==> config.mk <==
export PLATFORM = sky130hd
export DESIGN_NAME = counting_pattern_gen
export DESIGN_NICKNAME = d
export VERILOG_FILES = /design/src/rtl/counting_pattern_gen_pkg.sv /design/src/rtl/counting_signals.sv /design/src/rtl/counting_pattern_gen.sv
export SDC_FILE = /design/constraint.sdc
export NUM_CORES = 1
export LEC_CHECK = 0
export CELL_PAD_IN_SITES_DETAIL_PLACEMENT = 0
export CELL_PAD_IN_SITES_GLOBAL_PLACEMENT = 1
export CORE_MARGIN = 1.5
export CORE_UTILIZATION = 35
export CTS_CLUSTER_SIZE = 40
export DETAILED_ROUTE_END_ITERATION = 10
export PLACE_DENSITY_LB_ADDON = 0.1
export RECOVER_POWER = 25
export SYNTH_ARGS = -nofsm -noshare
export SYNTH_HDL_FRONTEND = slang
export SYNTH_SLANG_ARGS = --single-unit
==> constraint.sdc <==
create_clock -name clk -period 2.2 [get_ports clk]
set_input_delay 0.44 -clock clk [delete_from_list [all_inputs] [get_ports clk]]
set_output_delay 0.44 -clock clk [all_outputs]
set_load 0.01 [all_outputs]
==> src/rtl/counting_pattern_gen_pkg.sv <==
// Shared definitions for the counting pattern generator.
//   state_t   : FSM encoding (IDLE / SCAN / EMIT / DONE), 2 bits
//   PATTERN_W : width of an enumerated pattern {d,c,b,a}
//   COUNT_W   : width of a set-bit count and of the emitted counter
package counting_pattern_gen_pkg;

    localparam int PATTERN_W = 4;
    localparam int COUNT_W   = 3;

    typedef enum logic [1:0] {
        ST_IDLE = 2'd0,
        ST_SCAN = 2'd1,
        ST_EMIT = 2'd2,
        ST_DONE = 2'd3
    } state_t;

endpackage

==> src/rtl/counting_signals.sv <==
// Combinational popcount of four single-bit signals.
//   a, b, c, d : inputs to be counted
//   count      : number of inputs that are high (0..4)
module counting_signals
    import counting_pattern_gen_pkg::*;
(
    input  logic               a,
    input  logic               b,
    input  logic               c,
    input  logic               d,
    output logic [COUNT_W-1:0] count
);

    assign count = COUNT_W'(a) + COUNT_W'(b) + COUNT_W'(c) + COUNT_W'(d);

endmodule

==> src/rtl/counting_pattern_gen.sv <==
// Enumerates, in ascending order, every 4-bit pattern {d,c,b,a} whose
// popcount equals a requested target, over a valid/ready handshake.
//   clk, rst     : clock, asynchronous active-high reset
//   start        : begin a new enumeration (honoured only when idle)
//   target_count : requested number of set bits, latched on start
//   ready        : consumer accepts the current pattern
//   valid        : a/b/c/d hold a pattern with the requested popcount
//   a, b, c, d   : pattern bits 0..3
//   busy         : enumeration in progress (any non-idle state)
//   done         : one-cycle completion pulse
//   err          : target above MAX_COUNT; held until the next start
//   emitted      : patterns accepted in the current or last run
module counting_pattern_gen
    import counting_pattern_gen_pkg::*;
#(
    parameter int MAX_COUNT = 4
) (
    input  logic               clk,
    input  logic               rst,
    input  logic               start,
    input  logic [COUNT_W-1:0] target_count,
    input  logic               ready,
    output logic               valid,
    output logic               a,
    output logic               b,
    output logic               c,
    output logic               d,
    output logic               busy,
    output logic               done,
    output logic               err,
    output logic [COUNT_W-1:0] emitted
);

    localparam logic [COUNT_W-1:0]   MAX_TGT   = COUNT_W'(MAX_COUNT);
    localparam logic [PATTERN_W-1:0] LAST_SCAN = '1;

    state_t                 state_reg;
    state_t                 state_next;
    logic [COUNT_W-1:0]     tgt_reg;
    logic [PATTERN_W-1:0]   scan_reg;
    logic [PATTERN_W-1:0]   pattern_reg;
    logic [COUNT_W-1:0]     emitted_reg;
    logic                   err_reg;
    logic [COUNT_W-1:0]     scan_count;
    logic                   scan_match;
    logic                   scan_last;
    logic                   target_bad;

    counting_signals u_popcount (
        .a     (scan_reg[0]),
        .b     (scan_reg[1]),
        .c     (scan_reg[2]),
        .d     (scan_reg[3]),
        .count (scan_count)
    );

    assign scan_match = (scan_count == tgt_reg);
    assign scan_last  = (scan_reg == LAST_SCAN);
    assign target_bad = (target_count > MAX_TGT);

    // State register
    always_ff @(posedge clk or posedge rst) begin
        if (rst) begin
            state_reg <= ST_IDLE;
        end else begin
            state_reg <= state_next;
        end
    end

    // Next-state logic
    always_comb begin
        state_next = state_reg;
        case (state_reg)
            ST_IDLE: begin
                if (start) begin
                    state_next = target_bad ? ST_DONE : ST_SCAN;
                end
            end
            ST_SCAN: begin
                if (scan_match) begin
                    state_next = ST_EMIT;
                end else if (scan_last) begin
                    state_next = ST_DONE;
                end
            end
            ST_EMIT: begin
                if (ready) begin
                    state_next = scan_last ? ST_DONE : ST_SCAN;
                end
            end
            ST_DONE: begin
                state_next = ST_IDLE;
            end
            default: begin
                state_next = ST_IDLE;
            end
        endcase
    end

    // Datapath: scan cursor, latched target, captured pattern, counters.
    // The cursor stops at 15; termination is decided by scan_last rather
    // than by letting it wrap.
    always_ff @(posedge clk or posedge rst) begin
        if (rst) begin
            tgt_reg     <= '0;
            scan_reg    <= '0;
            pattern_reg <= '0;
            emitted_reg <= '0;
            err_reg     <= 1'b0;
        end else begin
            case (state_reg)
                ST_IDLE: begin
                    if (start) begin
                        tgt_reg     <= target_count;
                        scan_reg    <= '0;
                        emitted_reg <= '0;
                        err_reg     <= target_bad;
                    end
                end
                ST_SCAN: begin
                    if (scan_match) begin
                        pattern_reg <= scan_reg;
                    end else if (!scan_last) begin
                        scan_reg <= scan_reg + 1'b1;
                    end
                end
                ST_EMIT: begin
                    if (ready) begin
                        emitted_reg <= emitted_reg + 1'b1;
                        if (!scan_last) begin
                            scan_reg <= scan_reg + 1'b1;
                        end
                    end
                end
                default: begin
                end
            endcase
        end
    end

    // Status outputs decode straight from the state register, so an
    // asynchronous reset clears them immediately.
    assign valid   = (state_reg == ST_EMIT);
    assign busy    = (state_reg != ST_IDLE);
    assign done    = (state_reg == ST_DONE);
    assign err     = err_reg;
    assign emitted = emitted_reg;
    assign a       = pattern_reg[0];
    assign b       = pattern_reg[1];
    assign c       = pattern_reg[2];
    assign d       = pattern_reg[3];

endmodule

; Yosys cells after proc, flatten, opt, wreduce, memory -nomap -nowiden
; Cells that the tools add are included.
[totals]
mem_bits_rw = 0
ff_bits = 17
rom_bits = 0
elab_cells = 45
inputBits = 7
memories = 0
latchBits = 0
output_inout_bits = 11
[classes]
n_addsub = 5
eq_ne = 9
bitwise_logic = 0
n_reduce_logical = 9
n_mux = 15
n_lt_le_gt_ge = 1
multipliers = 0
div_mod_pow = 0
n_shift = 0
[ops]
columns = op, count
row1 = two-way mux 4 bit, 4
row2 = two-way mux 2 bit, 6
row3 = one-hot mux 4 bit (3 select lines), 1
row4 = one-hot mux 2 bit (4 select lines), 1
row5 = adder 3 x 1 -> 3 bit, 2
row6 = two-way mux 3 bit, 2
row7 = "!= test 2 bit, second input constant", 3
row8 = one-hot mux 3 bit (2 select lines), 1
row9 = AND reduction 3 bit, 2
row10 = "adder 4 x 1 -> 4 bit, second input constant", 1
row11 = "equality test 2 bit, second input constant", 2
row12 = "equality test 4 bit, second input constant", 1
row13 = AND reduction 2 bit, 2
row14 = AND reduction 4 bit, 1
row15 = nonzero test 2 bit, 2
row16 = "adder 3 x 1 -> 3 bit, second input constant", 1
row17 = equality test 3 bit, 1
row18 = "greater-than comparator 3 bit, second input constant", 1
row19 = "!= test 3 bit, second input constant", 1
row20 = nonzero test 3 bit, 1
row21 = adder 1 x 1 -> 2 bit, 1
row22 = "equality test 2 x 1 -> 1 bit, second input constant", 1
row23 = zero test 2 bit, 1

; Depth between registers and ports, before layout
[logic_depth]
depth_word = 6
mapped_depth = 10
depth_no_buf = 9

; Cells and area by module
; From an unflattened synthesis, not the netlist that was laid out.
[hier_totals]
cells_unflattened = 92
area_unflattened_um2 = 1017.2
[by_module_without_submodules]
columns = mod, cells_per_inst, area_each_um2, n_inst
row1 = counting_pattern_gen, 84, 953.4, 1
row2 = counting_signals, 8, 63.8, 1

; Least setup slack after synthesis
; Ideal clock, no wire load.
[synth_timing]
kind = flip-flop to flip-flop
startpoint = register scan_reg[0]
endpoint = register state_reg[1]
setup_slack_ps = -93
stages_incl_launch_ff = 10
arrival_ps = 2168
period_less_slack_ps = 2293
path_buffers = 0
required_time_ps = 2075
cell_sequence = dfrtp_1 -> ha_1 -> inv_1 -> fa_1 -> inv_1 -> ha_1 -> xnor2_1 -> a31o_1 -> o21a_1 -> mux2_4
[synth_between]
elab_chain_len = 6
word_cells_on_any_way = 11
cone_classes = 3 x add/sub / 3 x eq/ne / 4 x mux / 1 x reduce/logical
[synth_rtl]
columns = element, line
row1 = start: declaration, counting_pattern_gen.sv:40  ; logic [PATTERN_W-1:0] scan_reg;
row2 = start signal: assignment, counting_pattern_gen.sv:124  ; scan_reg <= scan_reg + 1'b1;
row3 = start signal: assignment, counting_pattern_gen.sv:131  ; scan_reg <= scan_reg + 1'b1;
row4 = adder 1 x 1 -> 2 bit, counting_signals.sv:14  ; assign count = COUNT_W'(a) + COUNT_W'(b) + COUNT_W'(c) + COUNT_W'(d);
row5 = adder 3 x 1 -> 3 bit (2 in a row), counting_signals.sv:14
row6 = equality test 3 bit, counting_pattern_gen.sv:57  ; assign scan_match = (scan_count == tgt_reg);
row7 = two-way mux 2 bit or != test 3 bit (tied branches), --
row8 = one-hot mux 2 bit (4 select lines) or AND reduction 3 bit (tied branches), --
row9 = end signal: assignment, counting_pattern_gen.sv:66  ; state_reg <= state_next;
row10 = end: declaration, counting_pattern_gen.sv:37  ; state_t state_reg;
; Parallel ways exist; a longest one is shown, timed or not. The select of a mux whose other input is x is not followed.
; A chain may end at the register's enable or synchronous reset.

; Worst setup path in the final report
; Ends and elaborated chain as after synthesis.

==> reports/results.env <==
RUN_STATUS='complete, but fails checks'
FAILED_CHECKS='negative setup slack'
TIMING.CRITICAL_PATH.CELLS='ha_4 > inv_2 > fa_2 > inv_2 > ha_4 > xnor2_2 > a31o_1 > o21a_1 > mux2_4'
DIE_HEIGHT_UM=55.5
SYNTHSIMPLEGATEAREAFRAC_PCT=11.8
WORSTSETUPENDPOINTTYPE='register'
POST-ROUTE-MIN-PERIOD_NS=2.27
SLEW_VIOL_FINAL=0
GLOBALROUTE.TOTALOVERFLOW=0
LEAKAGE_nW=0.588
FINAL.SETUP_SKEW_NS=0.000262
NUM_VIAS=742
SYNTH_SEQ_CELLS=17
TIMING.MAX_CAP.VIOLATIONS=0
WIRE_LENGTH_PER_CELL_AFTER_DETAILED_ROUTING_UM=13.2
SEQUENTIAL_CELL_AREA_FRACTION_IN_THE_YOSYS_REPORT_PCT=44.0
TIMING.CRITICAL_PATH.SLOWEST_CELL_DELAY_NS=0.42
FIN_AREA_UM2=1310
FP.DIEAREA_UM2=3080
NUMPORTBUFFERS=17
GPL.FINAL_WEIGHTED_CONGESTION=0.743
MULTIPLEXER_SHARE_OF_THE_SYNTHESIZED_AREA_PCT=8.55
MULTI_INPUT_AREA_UM2=557
DRT_PASS1_ITERATIONS=3
CLK_PIN_SLEW_NS=0.10
SYNTH.YOSYS.WARNINGS=0
SYNTH_TOP_FAMILY_BY_AREA='compound AO/OA/AOI/OAI gates'
REGAREA_UM2=425
SYNTHESIS.INSTANCES=92
WORST_PIN_SLEW_NS=0.639
GLOBAL_ROUTE_WIRE_LENGTH_BEFORE_REPAIR_MM=3.51
GRT_MAX_DEGREE=18
VDD.IR_DROP.WORST_mV=0.792
RSZ_0062_RAISED_AFTER_GLOBAL_ROUTING='yes'
CRITPATHKIND='register to register'
SYN_AREA_PER_CELL_UM2=10.5
POST-SYNTH-TOP-AREA-CELL='sky130_fd_sc_hd__dfrtp_1'
SYN-CELL-AREA_UM2=966
FINAL_NET_COUNT=137
DIE_W_UM=55.5
DPL.HPWL_MM=1.54
ROOT_BUFFER='sky130_fd_sc_hd__clkbuf_4'
SYNTH-MAIN-FF-CELL='sky130_fd_sc_hd__dfrtp_1'
GLOBALROUTETOTALUTIL_PCT=14.7
SYNTHTOLAYOUTAREAGROWTH_PCT=36.0
PIN_COUNT=18
DRC=0
SYNTH_AREA_LEADERS='sky130_fd_sc_hd__dfrtp_1, sky130_fd_sc_hd__ha_1, sky130_fd_sc_hd__mux2_2'
CRITPATHLAUNCHTYPE='register'
SYNTH_TOP_CELL_AREA_SHARE_PCT=44.0
NETLIST-CELL-TYPE-COUNT=30
SYNTHMOSTINSTANTIATEDCELL='sky130_fd_sc_hd__dfrtp_1'
CTS_BUFFERS=3
CORE_AREA_UM2=2540
TIMING.CRITICAL_PATH.REQUIRED_NS=2.38
START_UTIL_PCT=38.0
CLK-INSERTION-DELAY-LATE_NS=0.29
FINAL.SETUP.WORST_SLACK_NS=-0.0676
POWERDENSITY_nW_PER_UM2=1470
FILLERINSTANCES=247
WORST_EP_ARRIVAL_TIME_NS=2.45
ANT_NETS=0
SYNTH-ASYNC-RESET-RATIO_PCT=100
POSTPLACECELLAREA_UM2=1230
SYNTH_ENABLE_FLOP_CELLS=0
CRIT_PATH_MAX_FANOUT=2
FINALSETUPVIOLATIONS=6
TIMING.HOLD.WORST.CLASS='register to register'
WORST_SLEW_MARGIN_REL_PCT=57.4
LAYOUT_WORST_PATH_CYCLE_SHARE_PCT=103
HOLD_VIOLATION_TOTAL_FROM_THE_FINAL_REPORT=0
SYNTH_ADDER_AREA_SHARE_PCT=12.4
CTS_MAX_PATH_BUFS=2
ROUTE.DETAILED.VIAS_PER_INST=4.95
HTREE_LEVELS=1
SYNTH.CELLS.MOST_FREQUENT='sky130_fd_sc_hd__dfrtp_1, sky130_fd_sc_hd__inv_1, sky130_fd_sc_hd__o21ai_0'
ANTENNA_FOUND_INITIAL=0
POST_CTS_SETUP_REPAIR_BUFS=0
FRACTION_OF_FINAL_LAYOUT_CELLS_SIZED_BEYOND_DRIVE_STRENGTH_1_PCT=25.8
NUM_ROWS=18
DRT-INITIAL-DRC-COUNT=7
CLOCK_SINK_COUNT=17
MAXCLOCKFREQUENCY_GHz=0.441
VIA_COUNT_OF_THE_FIRST_GLOBAL_ROUTING_PASS=764
SLOWEST_CELL_ON_CRIT_PATH='sky130_fd_sc_hd__dfrtp_1'
SYNTH-XOR-AREA-SHARE_PCT=2.72
WL_MM=1.98
TRITONCTS_CLOCK_TREE='done'
SYNTH_FP_NETS=108
ANTENNA-DIODE-COUNT=0
FRACTION_OF_THE_CORE_AREA_COVERED_BY_CELLS_AT_THE_END_OF_THE_FLOW_PCT=51.6
SYNTH_COMPOUND_GATE_AREA_SHARE_PCT=16.1
[layer usage]
layer / up-vias / track usage, % / wire [um]
met5: - / 0 / 0
met4: 0 / 7.32 / 46
met3: 4 / 3.04 / 61
met1: 346 / 19.6 / 926
met2: 16 / 22.6 / 941
li1: 376 / - / -
[cell families after synthesis]
family / Yosys count
AO/OA/AOI/OAI: 24
XOR/XNOR: 3
multiplexers: 7
flip-flops: 17
buffers and inverters: 11
AND/OR/NAND/NOR: 21
adder cells (fa/ha/maj): 9
[metrics by stage]
step	setup slack, ns	setup TNS (ns)	instances	total power [mW]	hold WS [ns]
after floorplan	-0.0256	-0.0256	92	1.25	0.366
after global placement	-0.161	-0.880	146	1.63	0.462
after detailed placement	-0.158	-0.950	146	1.65	0.469
after CTS	-0.0816	-0.398	150	1.89	0.492
after global routing	-0.146	-1.02	150	2.10	0.531
final	-0.0676	-0.285	150	1.93	0.487
[where the power goes]
| group | leakage, nW | internal, mW | switching, mW |
|---|---|---|---|
| Combinational | 0.354 | 0.663 | 0.548 |
| Clock | 0.0150 | 0.0705 | 0.0968 |
| Sequential | 0.219 | 0.446 | 0.108 |
| Total | 0.588 | 1.18 | 0.752 |
[path summary, 6_finish.rpt]
check                       startpoint      endpoint  slack [ns]  cells after the start
setup / recovery           scan_reg[0]  state_reg[1]       -0.07                      9
hold / removal                     err           err        0.49                      2
setup reg to reg           scan_reg[0]  state_reg[1]       -0.07                      9
hold reg to reg                    err           err        0.49                      2
max in group asynchronous          rst    emitted[2]        1.13                      2
min in group asynchronous          rst    tgt_reg[1]        0.66                      2
[layout by cell type, fill, tap and decap left out, types with 3 or more instances in the layout]
cell type	count
sky130_fd_sc_hd__inv_1	8
sky130_fd_sc_hd__nor2_1	3
sky130_fd_sc_hd__nand2_1	8
sky130_fd_sc_hd__clkbuf_4	3
sky130_fd_sc_hd__dfrtp_1	17
sky130_fd_sc_hd__buf_4	8
sky130_fd_sc_hd__o21ai_0	7
sky130_fd_sc_hd__mux2_2	6
sky130_fd_sc_hd__ha_1	6
sky130_fd_sc_hd__clkdlybuf4s50_1	16
[worst max-delay path: cells and delay by family, from the launching register on]
| kind | cells | cell delay (ns) |
|---|---|---|
| DFF | 1 | 0.42 |
| muxes | 1 | 0.30 |
| xor gates and xnor gates | 1 | 0.13 |
| AOI/OAI and AO/OA | 2 | 0.39 |
| adders and majority gates | 3 | 0.80 |
| buffers and inverters | 2 | 0.11 |
[cell type report]
| cell class | instances | share of cell area (%) |
|---|---|---|
| Multi-Input combinational cell | 64 | 42.4 |
| Tap cell | 30 | 2.86 |
| Sequential cell | 17 | 32.4 |
| Inverter | 10 | 2.86 |
| Clock buffer | 4 | 2.00 |
| Timing Repair Buffer | 25 | 17.5 |
[what timing repair did]
item / 4_1_cts / 5_1_grt
endpoints found under the setup margin: 10 / 11
pin swaps: 4 / 1
gates resized for setup: 6 / 6
hold buffers: 0 / 0
(Power assumes the default switching activity.)
